--- config.mk ---
export PLATFORM = sky130hd
export DESIGN_NAME = sequential_divider
export DESIGN_NICKNAME = d
export VERILOG_FILES = /design/src/rtl/divider_pkg.sv /design/src/rtl/trial_subtractor.sv /design/src/rtl/sequential_divider.sv
export SDC_FILE = /design/constraint.sdc
export NUM_CORES = 1
export LEC_CHECK = 0
export ABC_AREA = 1
export BUFFER_PORTS_ARGS = -buffer_cell sky130_fd_sc_hd__buf_2
export CAP_MARGIN = 40
export CORE_UTILIZATION = 46
export CTS_CLUSTER_DIAMETER = 120
export CTS_CLUSTER_SIZE = 12
export DETAILED_ROUTE_END_ITERATION = 16
export GPL_ROUTABILITY_DRIVEN = 1
export PLACE_DENSITY_LB_ADDON = 0.25
export SLEW_MARGIN = 20
export SYNTH_ARGS = -nofsm -noshare
export SYNTH_HDL_FRONTEND = slang
export SYNTH_SLANG_ARGS = --single-unit
--- constraint.sdc ---
create_clock -name clk -period 3.2 [get_ports clk]
set_input_delay 0.32 -clock clk [delete_from_list [all_inputs] [get_ports clk]]
set_output_delay 0.32 -clock clk [all_outputs]
set_load 0.03 [all_outputs]
--- src/rtl/divider_pkg.sv ---
// Shared types and constants for the multi-cycle restoring divider.
package divider_pkg;
  localparam int DIV_WIDTH = 16;
  localparam int DIV_ITER  = 16;
  localparam logic [DIV_WIDTH-1:0] DIV_ZERO_QUO = 16'hFFFF;

  typedef enum logic [1:0] {
    IDLE,
    RUN,
    DONE
  } state_t;
endpackage

--- src/rtl/trial_subtractor.sv ---
// Combinational A - B used by the restoring divider; the MSB of the
// difference is the borrow and doubles as the negative flag.
module trial_subtractor #(
  parameter int W = 17
) (
  input  logic [W-1:0] a,
  input  logic [W-1:0] b,
  output logic [W-1:0] diff,
  output logic         negative
);
  assign diff     = a + ~b + {{(W-1){1'b0}}, 1'b1};
  assign negative = diff[W-1];
endmodule

--- src/rtl/sequential_divider.sv ---
// 16-bit unsigned restoring divider, one quotient bit per clock, with a
// start/busy/done handshake toward the control unit.
module sequential_divider
  import divider_pkg::*;
#(
  parameter int WIDTH = DIV_WIDTH
) (
  input  logic             clk,
  input  logic             reset,
  input  logic             start,
  input  logic [WIDTH-1:0] dividend,
  input  logic [WIDTH-1:0] divisor,
  output logic             busy,
  output logic             done,
  output logic [WIDTH-1:0] quotient,
  output logic [WIDTH-1:0] remainder,
  output logic             div_by_zero
);
  localparam int CNT_W = $clog2(DIV_ITER);
  localparam logic [CNT_W-1:0] LAST_ITER = CNT_W'(DIV_ITER - 1);

  state_t           state, state_nxt;
  logic             accept;
  logic             last_iter;
  logic [WIDTH-1:0] dvd_sh;
  logic [WIDTH-1:0] dvs_r;
  logic [WIDTH-1:0] quo_sh;
  logic [WIDTH:0]   prem;
  logic [CNT_W-1:0] cnt;
  logic [WIDTH:0]   trial_a, trial_b, trial_d, prem_nxt;
  logic             trial_neg;
  logic [WIDTH-1:0] quo_nxt;
  logic             unused_prem_msb;

  assign accept    = start && (state != RUN);
  assign last_iter = (cnt == LAST_ITER);

  // The stored remainder is always below the divisor, so its MSB never
  // reaches the next trial.
  assign trial_a         = {prem[WIDTH-1:0], dvd_sh[WIDTH-1]};
  assign trial_b         = {1'b0, dvs_r};
  assign unused_prem_msb = prem[WIDTH];

  trial_subtractor #(.W(WIDTH + 1)) u_trial (
    .a        (trial_a),
    .b        (trial_b),
    .diff     (trial_d),
    .negative (trial_neg)
  );

  assign prem_nxt = trial_neg ? trial_a : trial_d;
  assign quo_nxt  = {quo_sh[WIDTH-2:0], ~trial_neg};

  always_ff @(posedge clk or posedge reset) begin
    if (reset) state <= IDLE;
    else       state <= state_nxt;
  end

  always_comb begin
    state_nxt = state;
    busy      = 1'b0;
    done      = 1'b0;
    case (state)
      IDLE: begin
        if (start) state_nxt = (divisor == '0) ? DONE : RUN;
      end
      RUN: begin
        busy = 1'b1;
        if (last_iter) state_nxt = DONE;
      end
      DONE: begin
        done = 1'b1;
        if (start) state_nxt = (divisor == '0) ? DONE : RUN;
        else       state_nxt = IDLE;
      end
      default: state_nxt = IDLE;
    endcase
  end

  always_ff @(posedge clk or posedge reset) begin
    if (reset) begin
      dvd_sh      <= '0;
      dvs_r       <= '0;
      quo_sh      <= '0;
      prem        <= '0;
      cnt         <= '0;
      quotient    <= '0;
      remainder   <= '0;
      div_by_zero <= 1'b0;
    end else if (accept) begin
      dvd_sh <= dividend;
      dvs_r  <= divisor;
      quo_sh <= '0;
      prem   <= '0;
      cnt    <= '0;
      if (divisor == '0) begin
        quotient    <= WIDTH'(DIV_ZERO_QUO);
        remainder   <= dividend;
        div_by_zero <= 1'b1;
      end
    end else if (state == RUN) begin
      dvd_sh <= {dvd_sh[WIDTH-2:0], 1'b0};
      prem   <= prem_nxt;
      quo_sh <= quo_nxt;
      cnt    <= cnt + 1'b1;
      if (last_iter) begin
        quotient    <= quo_nxt;
        remainder   <= prem_nxt[WIDTH-1:0];
        div_by_zero <= 1'b0;
      end
    end
  end
endmodule
### Word level (Yosys, flattened, before mapping)

Index checks and enable logic that the tools add are counted.
W data, S select, Z words.

| storage, ports and cells | value |
|---|---|
| bits in writable memories | 0 |
| latch bits | 0 |
| input port bits | 35 |
| register bits | 102 |
| ROM bits | 0 |
| output and inout bits | 35 |
| memories | 0 |

| operators by class | value |
|---|---|
| $add $sub $neg | 3 |
| multipliers | 0 |
| div/mod/pow operators | 0 |
| $lt $le $gt $ge | 0 |
| reductions and logical operators | 7 |
| multiplexer cells | 28 |
| equal/unequal tests | 7 |
| bitwise operators | 2 |
| shift operators | 0 |

Operators by type and width:

| cell | count |
|---|---|
| $mux W16 | 13 |
| $mux W15 | 2 |
| $add A17 B1 Y17 const B | 1 |
| $add A17 B17 Y17 | 1 |
| $not A16 Y17 | 1 |
| $logic_not A16 Y1 | 1 |
| $mux W2 | 4 |
| $mux W4 | 2 |
| $mux W1 | 6 |
| $pmux W2 S3 | 1 |
| $add A4 B1 Y4 const B | 1 |
| $eq A4 B4 Y1 const B | 1 |
| $ne A2 B1 Y1 const B | 2 |
| $ne A2 B2 Y1 const B | 2 |
| $reduce_bool A2 Y1 | 2 |
| $reduce_and A3 Y1 | 1 |
| $eq A2 B1 Y1 const B | 1 |
| $eq A2 B2 Y1 const B | 1 |
| $logic_not A2 Y1 | 1 |
| $reduce_and A2 Y1 | 1 |
| $logic_and A1 B1 Y1 | 1 |
| $not A1 Y1 | 1 |

### Depth between registers and ports, before layout

Gate-level depths: netlist of the first run.

| depth | value |
|---|---|
| depth in word-level cells | 7 |
| depth in mapped cells | 17 |
| depth with buffers taken out | 16 |

### Hierarchy

A second synthesis of the first run with hierarchy kept.

| unflattened totals | value |
|---|---|
| cells, all modules | 763 |
| area total of the unflattened synthesis | 5,556.6 µm² |

Modules (own cells, without submodules):

| module | area each (µm²) | cells each | sequential area each (µm²) | instances |
|---|---|---|---|---|
| sequential_divider | 4,494.3 | 545 | 2,552.4 | 1 |
| trial_subtractor | 1,062.3 | 218 | 0.0 | 1 |

### Worst setup path before layout of the first run

Ideal clock, no wire load.

| path | value |
|---|---|
| path kind | reg-to-reg |
| start | register dvd_sh[15] |
| end | register remainder[15] |
| required time | 3,087 ps |
| stages on the path, launching flop included | 17 |
| setup slack | 1,128 ps |
| data arrival time | 1,959 ps |
| setup time | 113 ps |
| cell sequence | dfrtp_1 -> inv_1 -> ha_1 -> fa_1 -> inv_1 -> nand2_1 -> nand2_1 -> nand3_1 -> nand2_2 -> nand2_4 -> nand3_1 -> nand2_4 -> buf_12 -> nand3_2 -> nand3_1 -> nand2_1 -> inv_1 |

| on the way | value |
|---|---|
| cells in the longest elaborated chain, start to end | 6 |

RTL lines:

| item | RTL line | source |
|---|---|---|
| start: declaration | sequential_divider.sv:25 | `logic [WIDTH-1:0] dvd_sh;` |
| start signal: assignment | sequential_divider.sv:91 | `dvd_sh <= dividend;` |
| start signal: assignment | sequential_divider.sv:102 | `dvd_sh <= {dvd_sh[WIDTH-2:0], 1'b0};` |
| $add A17 B17 Y17 | trial_subtractor.sv:11 | `assign diff = a + ~b + {{(W-1){1'b0}}, 1'b1};` |
| $add A17 B1 Y17 | trial_subtractor.sv:11 |  |
| $mux W16 | sequential_divider.sv:51 | `assign prem_nxt = trial_neg ? trial_a : trial_d;` |
| $mux W16 | sequential_divider.sv:106 | `if (last_iter) begin` |
| $mux W16 | sequential_divider.sv:101 | `end else if (state == RUN) begin` |
| $mux W16 | sequential_divider.sv:90 | `end else if (accept) begin` |
| end signal: assignment | sequential_divider.sv:98 | `remainder <= dividend;` |
| end signal: assignment | sequential_divider.sv:108 | `remainder <= prem_nxt[WIDTH-1:0];` |
| end: declaration | sequential_divider.sv:16 | `output logic [WIDTH-1:0] remainder,` |

Every way passes these cells. The select of a mux whose other input is x is not followed.
A chain may end at the register's enable or synchronous reset.

### Final worst setup path of the first run

| path | value |
|---|---|
| start | register dvd_sh[15] |
| end | register prem[15] |

| on the way | value |
|---|---|
| cells in the longest elaborated chain, start to end | 5 |

RTL lines:

| item | RTL line | source |
|---|---|---|
| $add A17 B17 Y17 | trial_subtractor.sv:11 |  |
| $add A17 B1 Y17 | trial_subtractor.sv:11 |  |
| $mux W16 | sequential_divider.sv:51 |  |
| $mux W16 | sequential_divider.sv:101 |  |
| $mux W16 | sequential_divider.sv:90 |  |
| end signal: assignment | sequential_divider.sv:103 | `prem <= prem_nxt;` |
| end: declaration | sequential_divider.sv:28 | `logic [WIDTH:0] prem;` |

Every way passes these cells. The select of a mux whose other input is x is not followed.

==> impl_metrics.json, run 1 <==
{
  "status": "finished clean",
  "path_clk_slew_ns": 0.07,
  "num_vias": 4897,
  "drive_gt1_frac": 0.167,
  "die_y_um": 114,
  "rsz0062_at_grt": "no",
  "synth-simple-area-share": 0.280,
  "overflow": 0,
  "antenna_found_initial": 0,
  "synthToLayoutAreaGrowth_pct": 13.5,
  "synth_area_leaders": "dfrtp_1 (44%), nand2_1 (14%), inv_1 (8.7%)",
  "p_leak_nw": 3.54,
  "hold_violations": 0,
  "drc_errors": 0,
  "fillers": 1222,
  "start_util": 0.477,
  "gp_congestion": 0.827,
  "htree_levels": 3,
  "ys_seq_elements": 102,
  "synth-async-reset-ratio": 1.00,
  "critPathCaptureType": "flip-flop",
  "grt_pass1_wl_um": 22500,
  "drt_iter0_drc": 375,
  "r2r_start": "dvd_sh[15]",
  "ys_warn_count": 0,
  "path_common_cell": "nand2_1",
  "drt_pass1_iterations": 5,
  "cts_tree": "yes",
  "track_usage": 0.223,
  "pin_count": 70,
  "clk_latency_ns": 0.36,
  "skew_ns": 0.00857,
  "final_core_util": 0.542,
  "clockRootBuffer": "clkbuf_16",
  "fin_crit_sh": 0.767,
  "grt_pass1_vias": 4598,
  "synth_edf_count": 0,
  "drt-total-wl_um": 13400,
  "post_cts_buffers": 0,
  "slowest_delay_ns": 0.41,
  "finalCriticalPeriod_ns": 2.45,
  "portBuffers": 69,
  "fmax_mhz": 407,
  "hp-class": "input pin to flip-flop",
  "hp-start": "divisor[3]",
  "relSlewSlack": 0.521,
  "cp_slowest_cell": "fa_1",
  "critPathTopFamily": "simple AND/OR/NAND/NOR gates",
  "yosysSeqAreaShare": 0.441,
  "syn-instance-count": 761,
  "ant_nets": 0,
  "max-clock-path-buffers": 2,
  "grt_max_degree": 80,
  "crit_chain": "inv_1, ha_1, fa_1, inv_1, nand2_1, nand2_1, nand3_1, nand2_2, nand2_4, nand2_2, nand2_2, nand2_4, nand3_1, nand2_1, nand2_1, nand2_1",
  "synth_ff_type": "dfrtp_1",
  "cts_buffers": 9,
  "syn-num-nets": 814,
  "synth_top_family_by_area": "simple AND/OR/NAND/NOR gates",
  "cp.arrival_ns": 2.75,
  "diodes": 0,
  "netlist-cell-type-count": 33,
  "avgViaCountPerCell": 4.92,
  "register_area_mm2": 0.00255,
  "max-vdd-ir-drop_mv": 0.541,
  "multiInputGateArea_mm2": 0.00255,
  "required_ns": 3.50,
  "finalNetCount": 876,
  "cts_resized": 0,
  "core_mm2": 0.0121,
  "muxShareOfSynthArea": 0.00173,
  "synthXorXnorAreaFrac": 0.0106,
  "cts.sinks": 102,
  "syn_area_mm2": 0.00578,
  "yosysTopAreaCell": "dfrtp_1",
  "drv_cap": 0,
  "yosys.area.top_type_share": 0.441,
  "dp_slack_ns": 0.779,
  "synthMostInstantiatedCell": "nand2_1",
  "tightest_slew_ns": 0.718,
  "powerDensity_mw_per_mm2": 1110,
  "crit_type": "flip-flop to flip-flop",
  "synth_compound_area_frac": 0.107,
  "crit_path_start_kind": "flip-flop",
  "hpwl_um": 9890,
  "synth_area_per_cell_um2": 7.60,
  "die_x_um": 114,
  "avgRoutedWirePerCell_um": 13.4,
  "path_buf_inv": 2,
  "synth_commonest_cells": "nand2_1 (213), inv_1 (134), dfrtp_1 (102)",
  "slew_violations": 0,
  "postCtsHoldBufs": 0,
  "cp-startpoint": "dvd_sh[15]",
  "die_area_mm2": 0.0130,
  "fin_setup_tns_ns": 0,
  "fp-row-count": 40,
  "worst_slack_ns": 0.745,
  "cp_max_fo": 17,
  "final-setup-viol-count": 0,
  "synth_fa_ha_area_frac": 0.0402
}
==> sequential cells by signal (all words and copies together), names as in the netlist <==
register     count
dvs_r           16
state            2
cnt              4
remainder       16
prem            16
dvd_sh          16
quotient        16
quo_sh          15
div_by_zero      1
==> stage by stage <==
stage                     area (µm²)  cells  hold WS [ns]  total power [mW]
after floorplan                 5780    761         0.423              5.44
after global placement          6250    978         0.436              6.20
after detailed placement        6250    978         0.441              6.26
after CTS                       6520    994         0.147              7.33
after global routing            6560    996         0.223              7.99
final                           6560    996         0.203              7.30
==> worst paths after layout <==
path                               end  slack (ns)  cells after the start
hold reg to reg               state[1]        0.45                      1
min in group asynchronous  quotient[3]        0.38                      3
setup / recovery              prem[15]        0.75                     16
setup reg to reg              prem[15]        0.75                     16
max in group asynchronous   quo_sh[12]        1.99                      5
hold / removal                dvs_r[3]        0.20                      3
==> final cells by class <==
| class | instances | share of cell area |
|---|---|---|
| clock buffer | 11 | 0.0355 |
| clock inverter | 5 | 0.00629 |
| inverter | 139 | 0.0807 |
| multi-input combinational | 493 | 0.388 |
| sequential | 102 | 0.389 |
| tap | 168 | 0.0320 |
| timing repair buffer | 78 | 0.0683 |
==> logic make-up after synthesis <==
group,Yosys count
AO/OA/AOI/OAI,111
XOR/XNOR,7
adder cells (fa/ha/maj),18
buffers and inverters,166
flip-flops,102
multiplexers,1
AND/OR/NAND/NOR,356
==> power by group <==
| part | internal, mW | leakage (nW) | switching (mW) |
|---|---|---|---|
| Sequential | 1.76 | 1.20 | 0.306 |
| Combinational | 1.36 | 2.21 | 2.84 |
| Clock | 0.537 | 0.127 | 0.510 |
| Total | 3.65 | 3.54 | 3.65 |
==> layer usage <==
| metal | global-route usage | vias up | part of all wire |
|---|---|---|---|
| li1 | - | 2512 | - |
| met1 | 0.322 | 2265 | 0.51 |
| met2 | 0.341 | 103 | 0.44 |
| met3 | 0.0413 | 17 | 0.041 |
| met4 | 0.0641 | 0 | 0.014 |
| met5 | 0 | - | 0 |
==> cell usage in the layout (no fill, tap or decap), drive strengths merged <==
cell,instances
buf,77
clkinvlp,2
ha,17
dlygate4sd3,1
nand4,7
inv,142
a21oi,59
nor3,2
clkbuf,11
nor2,44
dfrtp,102
and2,4
o22ai,27
nand3,68
xnor2,1
a22o,2
xor2,6
nand2,230
or2,1
fa,1
mux2i,1
o21ai,23
==> tightest hold or removal path: stages <==
cell	delay, ns
buf_2	0.09
nand2_1	0.05
o21ai_0	0.06
Power figures use the tool's default switching activity.
==> inputs of run 2 (changes only) <==
Settings changed: ABC_AREA 1 to 0.
Clock period 3.2 ns to 2.02 ns, I/O delays scaled along.
==> run 2 against run 1 <==
  * Highest routed layer unchanged
  * Worst setup slack worse by 1.7 ns
  * Maximum frequency fell by 16%
  * Final cell count fell by 13%
  * Worst hold slack got worse by 0.21 ns
  * First-iteration DRC count fell by 11%
  * Die area shrank 6.5%
  * The run now ends with negative hold slack, negative setup slack left
==> impl_metrics.json, run 2 <==
{
  "status": "complete, but fails checks",
  "violations": "negative hold slack, negative setup slack",
  "yosysTopAreaCell": "dfrtp_1",
  "finalCriticalPeriod_ns": 2.93,
  "synth_commonest_cells": "dfrtp_1 (102), nand2_1 (77), o21ai_0 (56)",
  "cp_max_fo": 8,
  "synth_area_leaders": "dfrtp_1 (47%), nand2_1 (5.4%), o21ai_0 (5.2%)",
  "hold_violations": 4,
  "fmax_mhz": 342,
  "synthMostInstantiatedCell": "dfrtp_1",
  "grt_pass1_wl_um": 24200,
  "fillers": 946,
  "fp-row-count": 39,
  "netlist-cell-type-count": 56,
  "cp.arrival_ns": 3.19,
  "synth-async-reset-ratio": 1.00,
  "final_common_cell": "dfrtp_1",
  "cp_slowest_cell": "dfrtp_1",
  "path_buf_inv": 3,
  "tightest_slew_ns": 0.566,
  "layout_common_cells": "dfrtp_1 (102), buf_4 (87), nand2_1 (76)",
  "die_y_um": 110,
  "crit_end": "remainder[3]",
  "cts_buffers": 9,
  "cp.depth": 13,
  "start_util": 0.473,
  "synth_area_per_cell_um2": 9.37,
  "slew_violations": 0,
  "drc_errors": 0,
  "avgViaCountPerCell": 5.80,
  "worst_slack_ns": -0.906,
  "relSlewSlack": 0.622,
  "gp_congestion": 0.941,
  "die_x_um": 110,
  "crit_chain": "inv_1, ha_2, fa_2, nor2b_4, o31a_1, o41ai_4, a311oi_4, buf_4, mux2_4, nor2_8, buf_12, a31oi_4, a32oi_1",
  "rsz0062_at_grt": "yes",
  "avgRoutedWirePerCell_um": 17.7,
  "drive_gt1_frac": 0.314,
  "r2r_slack_ns": -0.91,
  "cts.sinks": 102,
  "critPathTopFamily": "compound AO/OA/AOI/OAI gates",
  "grt_pass1_vias": 4855,
  "clockRootBuffer": "clkbuf_16",
  "cts_tree": "yes",
  "hp-class": "input pin to async pin",
  "r2r_end": "remainder[3]",
  "yosys.area.top_type_share": 0.473,
  "max-clock-path-buffers": 2,
  "hpwl_um": 10500,
  "htree_levels": 3,
  "overflow": 0,
  "path_clk_slew_ns": 0.08,
  "slowest_delay_ns": 0.38,
  "synthToLayoutAreaGrowth_pct": 32.6,
  "syn-num-nets": 629,
  "holdWs_ns": -0.00497,
  "ys_seq_elements": 102,
  "skew_ns": 0.00909,
  "num_vias": 5029,
  "track_usage": 0.263,
  "postCtsHoldBufs": 0,
  "finalNetCount": 772,
  "required_ns": 2.29,
  "r2r_start": "dvd_sh[15]",
  "critPathCaptureType": "flip-flop",
  "diodes": 0,
  "ys_warn_count": 0,
  "core_mm2": 0.0114,
  "syn_area_mm2": 0.00540,
  "crit_path_start_kind": "flip-flop",
  "antenna_found_initial": 0,
  "die_area_mm2": 0.0122,
  "fin_crit_sh": 1.45,
  "drt_pass1_iterations": 4,
  "pin_count": 70,
  "yosysSeqAreaShare": 0.473,
  "syn-instance-count": 576,
  "r2r_cells": 13,
  "crit_type": "flip-flop to flip-flop",
  "grt_max_degree": 103,
  "drv_cap": 0,
  "final-setup-viol-count": 34,
  "portBuffers": 69,
  "drt_iter0_drc": 332,
  "synth_edf_count": 0,
  "drt-total-wl_um": 15300,
  "synth_ff_type": "dfrtp_1",
  "ant_nets": 0,
  "fin_setup_tns_ns": -28.18,
  "cp-startpoint": "dvd_sh[15]",
  "clk_latency_ns": 0.35,
  "dp_slack_ns": -0.984
}
-- run 2: cell count changes after synthesis, moves of 26 or more --
cell / change
a21oi_1: -26
nor2_1: -26
o21ai_0: +34
nand2_1: -136
inv_1: -112
-- run 2: kinds of logic (layout without fill, tap and decap cells) --
family                     after synthesis  after routing  share of synthesized area
buffers and inverters                   63            211                     0.0473
AOI/OAI and AO/OA                      188            188                      0.226
xor gates and xnor gates                10             10                     0.0162
adders and majority gates               18             18                     0.0431
muxes                                   24             24                     0.0461
DFF                                    102            102                      0.473
and+or+nand+nor                        171            171                      0.148
-- run 2: how the worst min path moves through the flow --
stage,depth (start not counted),startpoint,end,slack (ns)
after detailed placement,3,reset,quotient[3],0.41
after floorplan,2,divisor[0],dvs_r[0],0.31
final,3,reset,quotient[3],-0.005
after global placement,3,reset,quotient[3],0.40
after global routing,3,reset,quo_sh[2],0.08
after CTS,3,reset,quotient[3],0.04
-- run 2: area by class of cell --
| cell class | count | area (µm²) | share of cell area |
|---|---|---|---|
| clock inverters | 7 | 67.6 | 0.00944 |
| inverters | 24 | 93.8 | 0.0131 |
| clock buffers | 9 | 225 | 0.0315 |
| multi-input cells | 411 | 2810 | 0.393 |
| repair buffers | 171 | 1230 | 0.172 |
| well taps | 143 | 179 | 0.0250 |
| flip-flops and latches | 102 | 2550 | 0.357 |
-- run 2: repair_timing --
action	4_1_cts	5_1_grt
buffers inserted	7	1
gates cloned	3	0
pin swaps	34	18
endpoints found under the setup margin	50	50
gates resized for setup	45	17
-- run 2: per-layer routing --
| layer | wire length (µm) | up-vias | global-route usage |
|---|---|---|---|
| li1 | - | 2400 | - |
| met1 | 7040 | 2424 | 0.379 |
| met2 | 7010 | 187 | 0.402 |
| met3 | 1000 | 18 | 0.0476 |
| met4 | 248 | 0 | 0.0789 |
| met5 | 0 | - | 0 |
-- run 2: through the flow --
| step | instances | hold slack [ns] | area [µm²] | utilization |
|---|---|---|---|---|
| floorplan | 576 | 0.307 | 5410 | - |
| global placement | 842 | 0.403 | 6530 | 0.572 |
| detailed placement | 842 | 0.414 | 6530 | 0.572 |
| CTS | 866 | 0.0441 | 7060 | 0.618 |
| global route | 867 | 0.0754 | 7160 | 0.627 |
| finish | 867 | -0.00497 | 7160 | 0.627 |
-- run 2: tightest hold or removal path, stage by stage --
cell and delay, ns:
buf_2 0.11, clkinvlp_4 0.07, buf_12 0.41
Power of run 2 is not shown: default switching activity piles up to over one toggle a cycle in this logic, so the estimate is an artifact.
